File: src/rtl/tn20k_vdp_cartridge.sv
// MSX slot front end for the Tang Nano 20K VDP: I/O decode, TMS9918/V9938 port protocol,
// control registers and byte VRAM requests. Optional macro VDP_INTERRUPT_EN enables slot_intr.
module tn20k_vdp_cartridge #(
  parameter logic [7:0] IO_BASE     = 8'h88,
  parameter int         SYNC_STAGES = 2
) (
  input  logic        clk14m,
  input  logic        slot_reset_n,
  input  logic        slot_iorq_n,
  input  logic        slot_rd_n,
  input  logic        slot_wr_n,
  input  logic [7:0]  slot_a,
  input  logic [7:0]  slot_d_in,
  output logic [7:0]  slot_d_out,
  output logic        slot_data_dir,
  output logic        busdir,
  output logic        slot_wait,
  output logic        slot_intr,
  input  logic        init_done,
  input  logic        vsync_pulse,
  input  logic [6:0]  spr_status,
  output logic        vram_valid,
  output logic        vram_write,
  output logic [16:0] vram_address,
  output logic [7:0]  vram_wdata,
  input  logic        vram_ready,
  input  logic [7:0]  vram_rdata,
  input  logic        vram_rdata_en,
  output logic [71:0] reg_bus
);

  logic [SYNC_STAGES-1:0] iorq_sr, rd_sr, wr_sr, init_sr;

  always_ff @(posedge clk14m or negedge slot_reset_n) begin
    if (!slot_reset_n) begin
      iorq_sr <= '1;
      rd_sr   <= '1;
      wr_sr   <= '1;
      init_sr <= '0;
    end else begin
      iorq_sr[0] <= slot_iorq_n;
      rd_sr[0]   <= slot_rd_n;
      wr_sr[0]   <= slot_wr_n;
      init_sr[0] <= init_done;
      for (int i = 1; i < SYNC_STAGES; i++) begin
        iorq_sr[i] <= iorq_sr[i-1];
        rd_sr[i]   <= rd_sr[i-1];
        wr_sr[i]   <= wr_sr[i-1];
        init_sr[i] <= init_sr[i-1];
      end
    end
  end

  logic iorq_s, rd_s, wr_s, init_s;
  assign iorq_s = iorq_sr[SYNC_STAGES-1];
  assign rd_s   = rd_sr[SYNC_STAGES-1];
  assign wr_s   = wr_sr[SYNC_STAGES-1];
  assign init_s = init_sr[SYNC_STAGES-1];

  logic       addr_hit, bus_act, taken, ev, ev_wr;
  logic [1:0] port;
  assign addr_hit = (slot_a[7:2] == IO_BASE[7:2]);
  assign bus_act  = !iorq_s && (!rd_s || !wr_s) && addr_hit;
  assign port     = slot_a[1:0];
  assign ev_wr    = !wr_s;
  // An access waits for the VRAM request slot to free up; the bus cycle is still live meanwhile.
  assign ev       = bus_act && !taken && !vram_valid;

  logic [7:0][7:0] regs;
  logic [7:0]      r14, latch, rd_ahead;
  logic [13:0]     ptr;
  logic            first, f_flag;
  logic [16:0]     cur_addr, inc_addr, set_addr, set_inc;

  // R#14[2:0] is the top of the 17-bit pointer, so a 17-bit add carries into it for free.
  assign cur_addr = {r14[2:0], ptr};
  assign inc_addr = cur_addr + 17'd1;
  assign set_addr = {r14[2:0], slot_d_in[5:0], latch};
  assign set_inc  = set_addr + 17'd1;

  always_ff @(posedge clk14m or negedge slot_reset_n) begin
    if (!slot_reset_n) begin
      regs         <= '0;
      r14          <= '0;
      latch        <= '0;
      rd_ahead     <= '0;
      ptr          <= '0;
      first        <= 1'b0;
      f_flag       <= 1'b0;
      taken        <= 1'b0;
      slot_d_out   <= '0;
      vram_valid   <= 1'b0;
      vram_write   <= 1'b0;
      vram_address <= '0;
      vram_wdata   <= '0;
    end else begin
      if (vram_valid && vram_ready) vram_valid <= 1'b0;
      if (vram_rdata_en) rd_ahead <= vram_rdata;
      if (iorq_s) taken <= 1'b0;
      if (vsync_pulse) f_flag <= 1'b1;
      else if (ev && port == 2'd1 && !ev_wr) f_flag <= 1'b0;
      if (ev) begin
        taken <= 1'b1;
        case (port)
          2'd0: begin
            first           <= 1'b0;
            vram_valid      <= 1'b1;
            vram_write      <= ev_wr;
            vram_address    <= cur_addr;
            vram_wdata      <= slot_d_in;
            {r14[2:0], ptr} <= inc_addr;
            if (!ev_wr) slot_d_out <= rd_ahead;
          end
          2'd1: begin
            if (!ev_wr) begin
              slot_d_out <= {f_flag, spr_status};
              first      <= 1'b0;
            end else if (!first) begin
              latch <= slot_d_in;
              first <= 1'b1;
            end else begin
              first <= 1'b0;
              if (slot_d_in[7]) begin
                if (slot_d_in[5:3] == 3'b000) regs[slot_d_in[2:0]] <= latch;
                else if (slot_d_in[5:0] == 6'd14) r14 <= latch;
              end else if (slot_d_in[6]) begin
                {r14[2:0], ptr} <= set_addr;
              end else begin
                vram_valid      <= 1'b1;
                vram_write      <= 1'b0;
                vram_address    <= set_addr;
                {r14[2:0], ptr} <= set_inc;
              end
            end
          end
          default: ;
        endcase
      end
    end
  end

  assign slot_data_dir = !iorq_s && !rd_s && addr_hit && !slot_a[1];
  assign busdir        = slot_data_dir;
  assign slot_wait     = !init_s || (bus_act && port == 2'd0 && vram_valid);
  assign reg_bus       = {r14, regs};

`ifdef VDP_INTERRUPT_EN
  assign slot_intr = f_flag & regs[1][5];
`else
  assign slot_intr = 1'b0;
`endif

endmodule

File: config.mk
export PLATFORM = sky130hd
export DESIGN_NAME = tn20k_vdp_cartridge
export DESIGN_NICKNAME = d
export VERILOG_FILES = /design/src/rtl/tn20k_vdp_cartridge.sv
export SDC_FILE = /design/constraint.sdc
export NUM_CORES = 1
export LEC_CHECK = 0
export ABC_AREA = 0
export CORE_UTILIZATION = 54
export DETAILED_ROUTE_END_ITERATION = 10
export PLACE_DENSITY = 0.9
export SYNTH_ARGS = -nofsm -noshare
export SYNTH_HDL_FRONTEND = slang
export SYNTH_SLANG_ARGS = --single-unit
File: constraint.sdc
create_clock -name clk14m -period 4.26 [get_ports clk14m]
set_input_delay 0.426 -clock clk14m [delete_from_list [all_inputs] [get_ports clk14m]]
set_output_delay 0.426 -clock clk14m [all_outputs]
set_load 0.01 [all_outputs]
==> impl_metrics.env, run 1 <==
export IMPL_die_width_um=113
export IMPL_synth_area_leaders="dfrtp_1 54%, mux2_2 16%, o21ai_0 3.1%"
export IMPL_ctsHoldBuffers=0
export IMPL_insertion_delay_ns=0.43
export IMPL_yosys_area_top_type="dfrtp_1"
export IMPL_timing_final_crit_share_pct=72.9
export IMPL_core_area_sq_mm=0.0120
export IMPL_pre_cts_ws_ns=0.722
export IMPL_worst_slew_pin_slew_ns=1.09
export IMPL_cts_resized=0
export IMPL_grt_start_max_net_pins=124
export IMPL_layout_commonest_cell="clkdlybuf4s50_1"
export IMPL_endpoint_kind="flop"
export IMPL_firstDrtPassIters=6
export IMPL_p_per_area_mw_per_mm2=356
export IMPL_die_h_um=113
export IMPL_synthDistinctLibCells=52
export IMPL_cts_buffers=17
export IMPL_hold_viol_final=0
export IMPL_drive_gt1_share_pct=21.1
export IMPL_rsz0062_at_grt="false"
export IMPL_cts_clk_slew_worst_paths_ns=0.07
export IMPL_ioPinCount=151
export IMPL_vias_per_cell=5.98
export IMPL_routed_wl_um=17300
export IMPL_grt_pass1_vias=5382
export IMPL_ys_ff_latch=148
export IMPL_crit_fanout=8
export IMPL_yosysWarningCount=0
export IMPL_maxCapViolCount=0
export IMPL_rr_worst_depth=5
export IMPL_fillers=744
export IMPL_post_dp_hpwl_um=11400
export IMPL_synth_edf_count=0
export IMPL_ir_drop_uv=313
export IMPL_port_buffers=149
export IMPL_yosysSeqAreaShare_pct=56.1
export IMPL_cts_max_level=4
export IMPL_grt_ovfl_total=0
export IMPL_setup_viol=0
export IMPL_fmax_mhz=322
export IMPL_synthFlopType="dfrtp_1"
export IMPL_drcViolationCount=0
export IMPL_synth_fp_nets=602
export IMPL_period_minus_slack_ns=3.11
export IMPL_outcome="finished, final reports clean"
export IMPL_cp_start_kind="input port"
export IMPL_cts_sink_count=148
export IMPL_syn_area_per_cell_sq_um=11.8
export IMPL_cts_max_path_buffers=2
export IMPL_grt_total_usage_pct=29.4
export IMPL_fin_ws_ns=1.15
export IMPL_synth_top_area_share_pct=53.7
export IMPL_antenna_found_initial=0
export IMPL_place_gp_congestion=0.857
export IMPL_crit_required_ns=4.58
export IMPL_setup_tns_ns=0
export IMPL_die_area_sq_mm=0.0127
export IMPL_worstHoldPathType="input port to async pin"
export IMPL_async_flop_share_pct=100
export IMPL_vias=5097
export IMPL_max_slew_margin_pct=27.5
export IMPL_nNetsFinal=735
export IMPL_clock_root_buffer="clkbuf_16"
export IMPL_worstPathArrival_ns=3.42
export IMPL_antenna_left=0
export IMPL_slew_violations=0
export IMPL_cts_tree="done"
export IMPL_synthCells=560
export IMPL_grt_pass1_wl_um=28200
export IMPL_routedWlPerCell_um=20.3
export IMPL_cts_setup_buffers=0
export IMPL_initial_core_util_pct=55.3
export IMPL_mostFrequentLayoutCells="148 x clkdlybuf4s50_1, 142 x dfrtp_1, 95 x mux2_2, 47 x nand2_1, 41 x o21ai_0"
export IMPL_fp_row_count=40
export IMPL_area_growth_pct=32.1
export IMPL_drt_iter0_drc=344
export IMPL_synth_area_sq_mm=0.00662
export IMPL_p_leak_nw=3.96
export IMPL_path_class="input port to flop"
export IMPL_diodes=0
export IMPL_fin_skew_ns=0.00975
registers in the layout, indices dropped and copies added (netlist names):
signal        flops
reg_bus          64
vram_write        1
first             1
iorq_sr           2
rd_ahead          8
rd_sr             2
latch             8
vram_valid        1
vram_address     17
taken             1
wr_sr             2
ptr              14
r14               8
f_flag            1
slot_d_out        8
vram_wdata        8
init_sr           2
cell usage after synthesis, types with 2 or more instances:
cell type / count
a21o_1: 2
or4b_1: 2
o41ai_1: 2
nand3_2: 2
o31a_1: 2
and3_1: 5
nand2_1: 47
clkbuf_1: 31
dfrtp_1: 142
nand3b_1: 2
nor2b_1: 2
a21boi_0: 2
xnor2_1: 5
nand4_1: 10
a21oi_1: 27
mux2i_1: 19
nor2_1: 11
dfstp_2: 6
xor2_1: 7
buf_4: 4
or3b_2: 2
nor4_1: 9
o22ai_1: 9
o31ai_1: 2
mux2_2: 95
nor3_1: 8
inv_1: 10
buf_1: 3
ha_1: 2
and2_1: 6
or3_1: 5
nand3_1: 15
o21ai_0: 41
nand2b_1: 5
layer usage:
layer / GRT usage (%) / share of wire (%) / up-vias
li1: - / - / 2267
met1: 33.9 / 38 / 2520
met2: 49.2 / 51 / 257
met3: 11.7 / 8.9 / 53
met4: 11.6 / 2.2 / 0
met5: 0 / 0 / -
report_power, final:
part	total [mW]	internal [mW]	switching (mW)
Sequential	1.46	1.44	0.0239
Combinational	0.194	0.0912	0.103
Clock	1.45	0.783	0.670
final timing paths:
check | endpoint | slack (ns) | startpoint
max in group asynchronous | vram_address[0] | 3.06 | slot_reset_n
min in group clk14m | init_sr[1] | 0.36 | init_sr[0]
min reg2reg | init_sr[1] | 0.36 | init_sr[0]
min | reg_bus[29] | 0.14 | slot_reset_n
max | reg_bus[35] | 1.15 | slot_a[5]
max reg2reg | reg_bus[35] | 1.30 | iorq_sr[1]
final cells by class:
type / count / area (sq um) / share of cell area (%)
Clock buffer: 17 / 425 / 4.87
Clock inverter: 15 / 150 / 1.72
Inverter: 10 / 37.5 / 0.430
Multi-Input combinational cell: 363 / 2710 / 31.0
Sequential cell: 148 / 3710 / 42.5
Tap cell: 147 / 184 / 2.11
Timing Repair Buffer: 153 / 1520 / 17.4
cell families (layout without fill, tap and decap cells):
kind of cell	count (synthesis)	count (layout)	share of synthesized area, %
flip-flops	148	148	56.1
AND/OR/NAND/NOR	139	139	11.7
XOR/XNOR	12	12	1.59
AO/OA/AOI/OAI	95	95	8.15
multiplexers	114	114	19.0
buffers and inverters	49	195	3.03
adder cells (fa/ha/maj)	2	2	0.378
other	1	1	0.0567
per-stage QoR:
step           instances  hold WS (ns)  power [mW]  area [sq um]  utilization (%)
4_1_cts              853         0.206        3.13          8740             73.0
6_report             853         0.141        3.11          8740             73.0
3_3_place_gp         821         0.335        1.67          8160             68.2
2_1_floorplan        560         0.130        1.56          6620                -
3_5_place_dp         821         0.343        1.68          8160             68.2
5_1_grt              853         0.239        3.21          8740             73.0
worst max-delay path, stage by stage:
cell	delay (ns)
clkdlybuf4s50_1	0.39
or4b_1	0.60
or4b_1	0.73
nor4b_4	0.44
and3_1	0.45
mux2_2	0.39
Power figures use the tool's default switching activity.
==> run 2, diff against run 1 <==
--- a/config.mk
+++ b/config.mk
@@ -6,9 +6,9 @@
 export NUM_CORES = 1
 export LEC_CHECK = 0
 export ABC_AREA = 0
-export CORE_UTILIZATION = 54
+export CORE_UTILIZATION = 46
 export DETAILED_ROUTE_END_ITERATION = 10
-export PLACE_DENSITY = 0.9
+export PLACE_DENSITY = 0.82
 export SYNTH_ARGS = -nofsm -noshare
 export SYNTH_HDL_FRONTEND = slang
 export SYNTH_SLANG_ARGS = --single-unit
==> constraint.sdc (replaced) <==
create_clock -name clk14m -period 2.79 [get_ports clk14m]
set_input_delay 0.279 -clock clk14m [delete_from_list [all_inputs] [get_ports clk14m]]
set_output_delay 0.279 -clock clk14m [all_outputs]
set_load 0.01 [all_outputs]
==> impl_metrics.env, run 2 (synthesized netlist as in run 1, its figures left out) <==
export IMPL_fmax_mhz=375
export IMPL_path_class="input port to flop"
export IMPL_grt_total_usage_pct=24.6
export IMPL_p_leak_nw=4.14
export IMPL_setup_viol=0
export IMPL_port_buffers=149
export IMPL_fin_skew_ns=0.00899
export IMPL_vias=5159
export IMPL_cp_start_kind="input port"
export IMPL_die_h_um=122
export IMPL_routed_wl_um=17300
export IMPL_insertion_delay_ns=0.42
export IMPL_grt_ovfl_total=0
export IMPL_ioPinCount=151
export IMPL_mostFrequentLayoutCells="148 x clkdlybuf4s50_1, 142 x dfrtp_1, 95 x mux2_2, 47 x nand2_1, 41 x o21ai_0"
export IMPL_pre_cts_ws_ns=-0.307
export IMPL_post_dp_hpwl_um=12200
export IMPL_cts_max_level=4
export IMPL_dp_cells=888
export IMPL_maxCapViolCount=0
export IMPL_vias_per_cell=5.61
export IMPL_p_int_mw=3.72
export IMPL_utilization_pct=64.9
export IMPL_place_gp_congestion=0.911
export IMPL_core_area_sq_mm=0.0139
export IMPL_p_per_area_mw_per_mm2=526
export IMPL_switching_power_mw=1.03
export IMPL_layout_commonest_cell="clkdlybuf4s50_1"
export IMPL_clock_root_buffer="clkbuf_16"
export IMPL_routedWlPerCell_um=18.8
export IMPL_cts_sink_count=148
export IMPL_max_slew_margin_pct=54.5
export IMPL_period_minus_slack_ns=2.67
export IMPL_stdcell_count=919
export IMPL_p_total_mw=4.75
export IMPL_nNetsFinal=770
export IMPL_cts_max_path_buffers=2
export IMPL_clockPowerShare_pct=46.6
export IMPL_ir_drop_uv=408
export IMPL_initial_core_util_pct=47.5
export IMPL_firstDrtPassIters=5
export IMPL_pwr_share_seq_pct=46.9
export IMPL_grt_pass1_wl_um=27900
export IMPL_antenna_left=0
export IMPL_worst_slew_pin_slew_ns=0.683
export IMPL_largest_reg_flops=64
export IMPL_worstHoldPathType="input port to flop"
export IMPL_outcome="finished, final reports clean"
export IMPL_endpoint_kind="flop"
export IMPL_drcViolationCount=0
export IMPL_crit_required_ns=3.09
export IMPL_rsz0062_at_grt="false"
export IMPL_grt_pass1_vias=5339
export IMPL_fillers=1001
export IMPL_drt_iter0_drc=285
export IMPL_die_area_sq_mm=0.0149
export IMPL_diodes=0
export IMPL_area_growth_pct=36.7
export IMPL_fp_row_count=43
export IMPL_grt_start_max_net_pins=78
export IMPL_drive_gt1_share_pct=24.4
export IMPL_crit_fanout=8
export IMPL_cts_clk_slew_worst_paths_ns=0.06
export IMPL_slew_violations=0
export IMPL_antenna_found_initial=0
export IMPL_die_width_um=122
export IMPL_cts_tree="done"
export IMPL_share_comb_of_total_power_pct=6.5
export IMPL_cts_buffers=17
export IMPL_switching_share_pct=21.8
export IMPL_hold_viol_final=0
export IMPL_fin_ws_ns=0.121
export IMPL_timing_final_crit_share_pct=95.7
export IMPL_worstPathArrival_ns=2.97
-- run 2: worst paths after layout --
| check | startpoint | endpoint | slack, ns | depth (start not counted) |
|---|---|---|---|---|
| min in group asynchronous | slot_reset_n | reg_bus[48] | 0.45 | 2 |
| setup / recovery | slot_a[5] | reg_bus[13] | 0.12 | 7 |
| setup reg to reg | iorq_sr[1] | reg_bus[13] | 0.13 | 6 |
| hold reg to reg | wr_sr[0] | wr_sr[1] | 0.36 | 0 |
| max in group asynchronous | slot_reset_n | vram_address[0] | 1.50 | 3 |
| hold / removal | slot_wr_n | wr_sr[0] | 0.28 | 1 |
-- run 2: through the flow --
stage | cell area, sq um | hold slack, ns | setup TNS [ns]
after floorplan | 6620 | -0.0166 | 0
after global placement | 8460 | 0.321 | -14.50
after detailed placement | 8460 | 0.340 | -18.09
after CTS | 9040 | 0.274 | 0
after global routing | 9040 | 0.273 | 0
final | 9040 | 0.282 | 0
-- run 2: cell type report --
type / count / area (sq um) / area share (%)
clock buffer: 21 / 470 / 5.20
clock inverter: 9 / 105 / 1.16
inverter: 10 / 37.5 / 0.415
multi-input combinational: 363 / 2710 / 29.9
sequential: 148 / 3710 / 41.0
tap: 180 / 225 / 2.49
timing repair buffer: 188 / 1790 / 19.8
-- run 2: power by group through the flow --
stage / combinational, mW / sequential (mW) / clock [mW]
3_5_place_dp: 0.309 / 2.27 / 0
2_1_floorplan: 0.122 / 2.27 / 0
5_1_grt: 0.340 / 2.23 / 2.33
4_1_cts: 0.313 / 2.23 / 2.24
6_report: 0.311 / 2.23 / 2.21
3_3_place_gp: 0.299 / 2.26 / 0
-- run 2: critical path: stages --
cell and delay (ns):
clkdlybuf4s50_1 0.41, or4b_1 0.54, or4b_1 0.64, nor4b_4 0.36, buf_4 0.19, nand3_2 0.20, mux2_2 0.35
-- run 2: routing by layer --
metal	vias to the layer above	global-route usage (%)	wire length [um]
met5	-	0	0
met4	0	7.87	230
met3	29	8.43	1390
met2	201	40.7	8660
li1	2332	-	-
met1	2597	30.2	7030
-- run 2: timing repair --
item	CTS	global route
hold buffers	1	0
buffers inserted	0	0
hold endpoints to repair	68	0
setup endpoints to repair	0	0
resized for setup	0	0
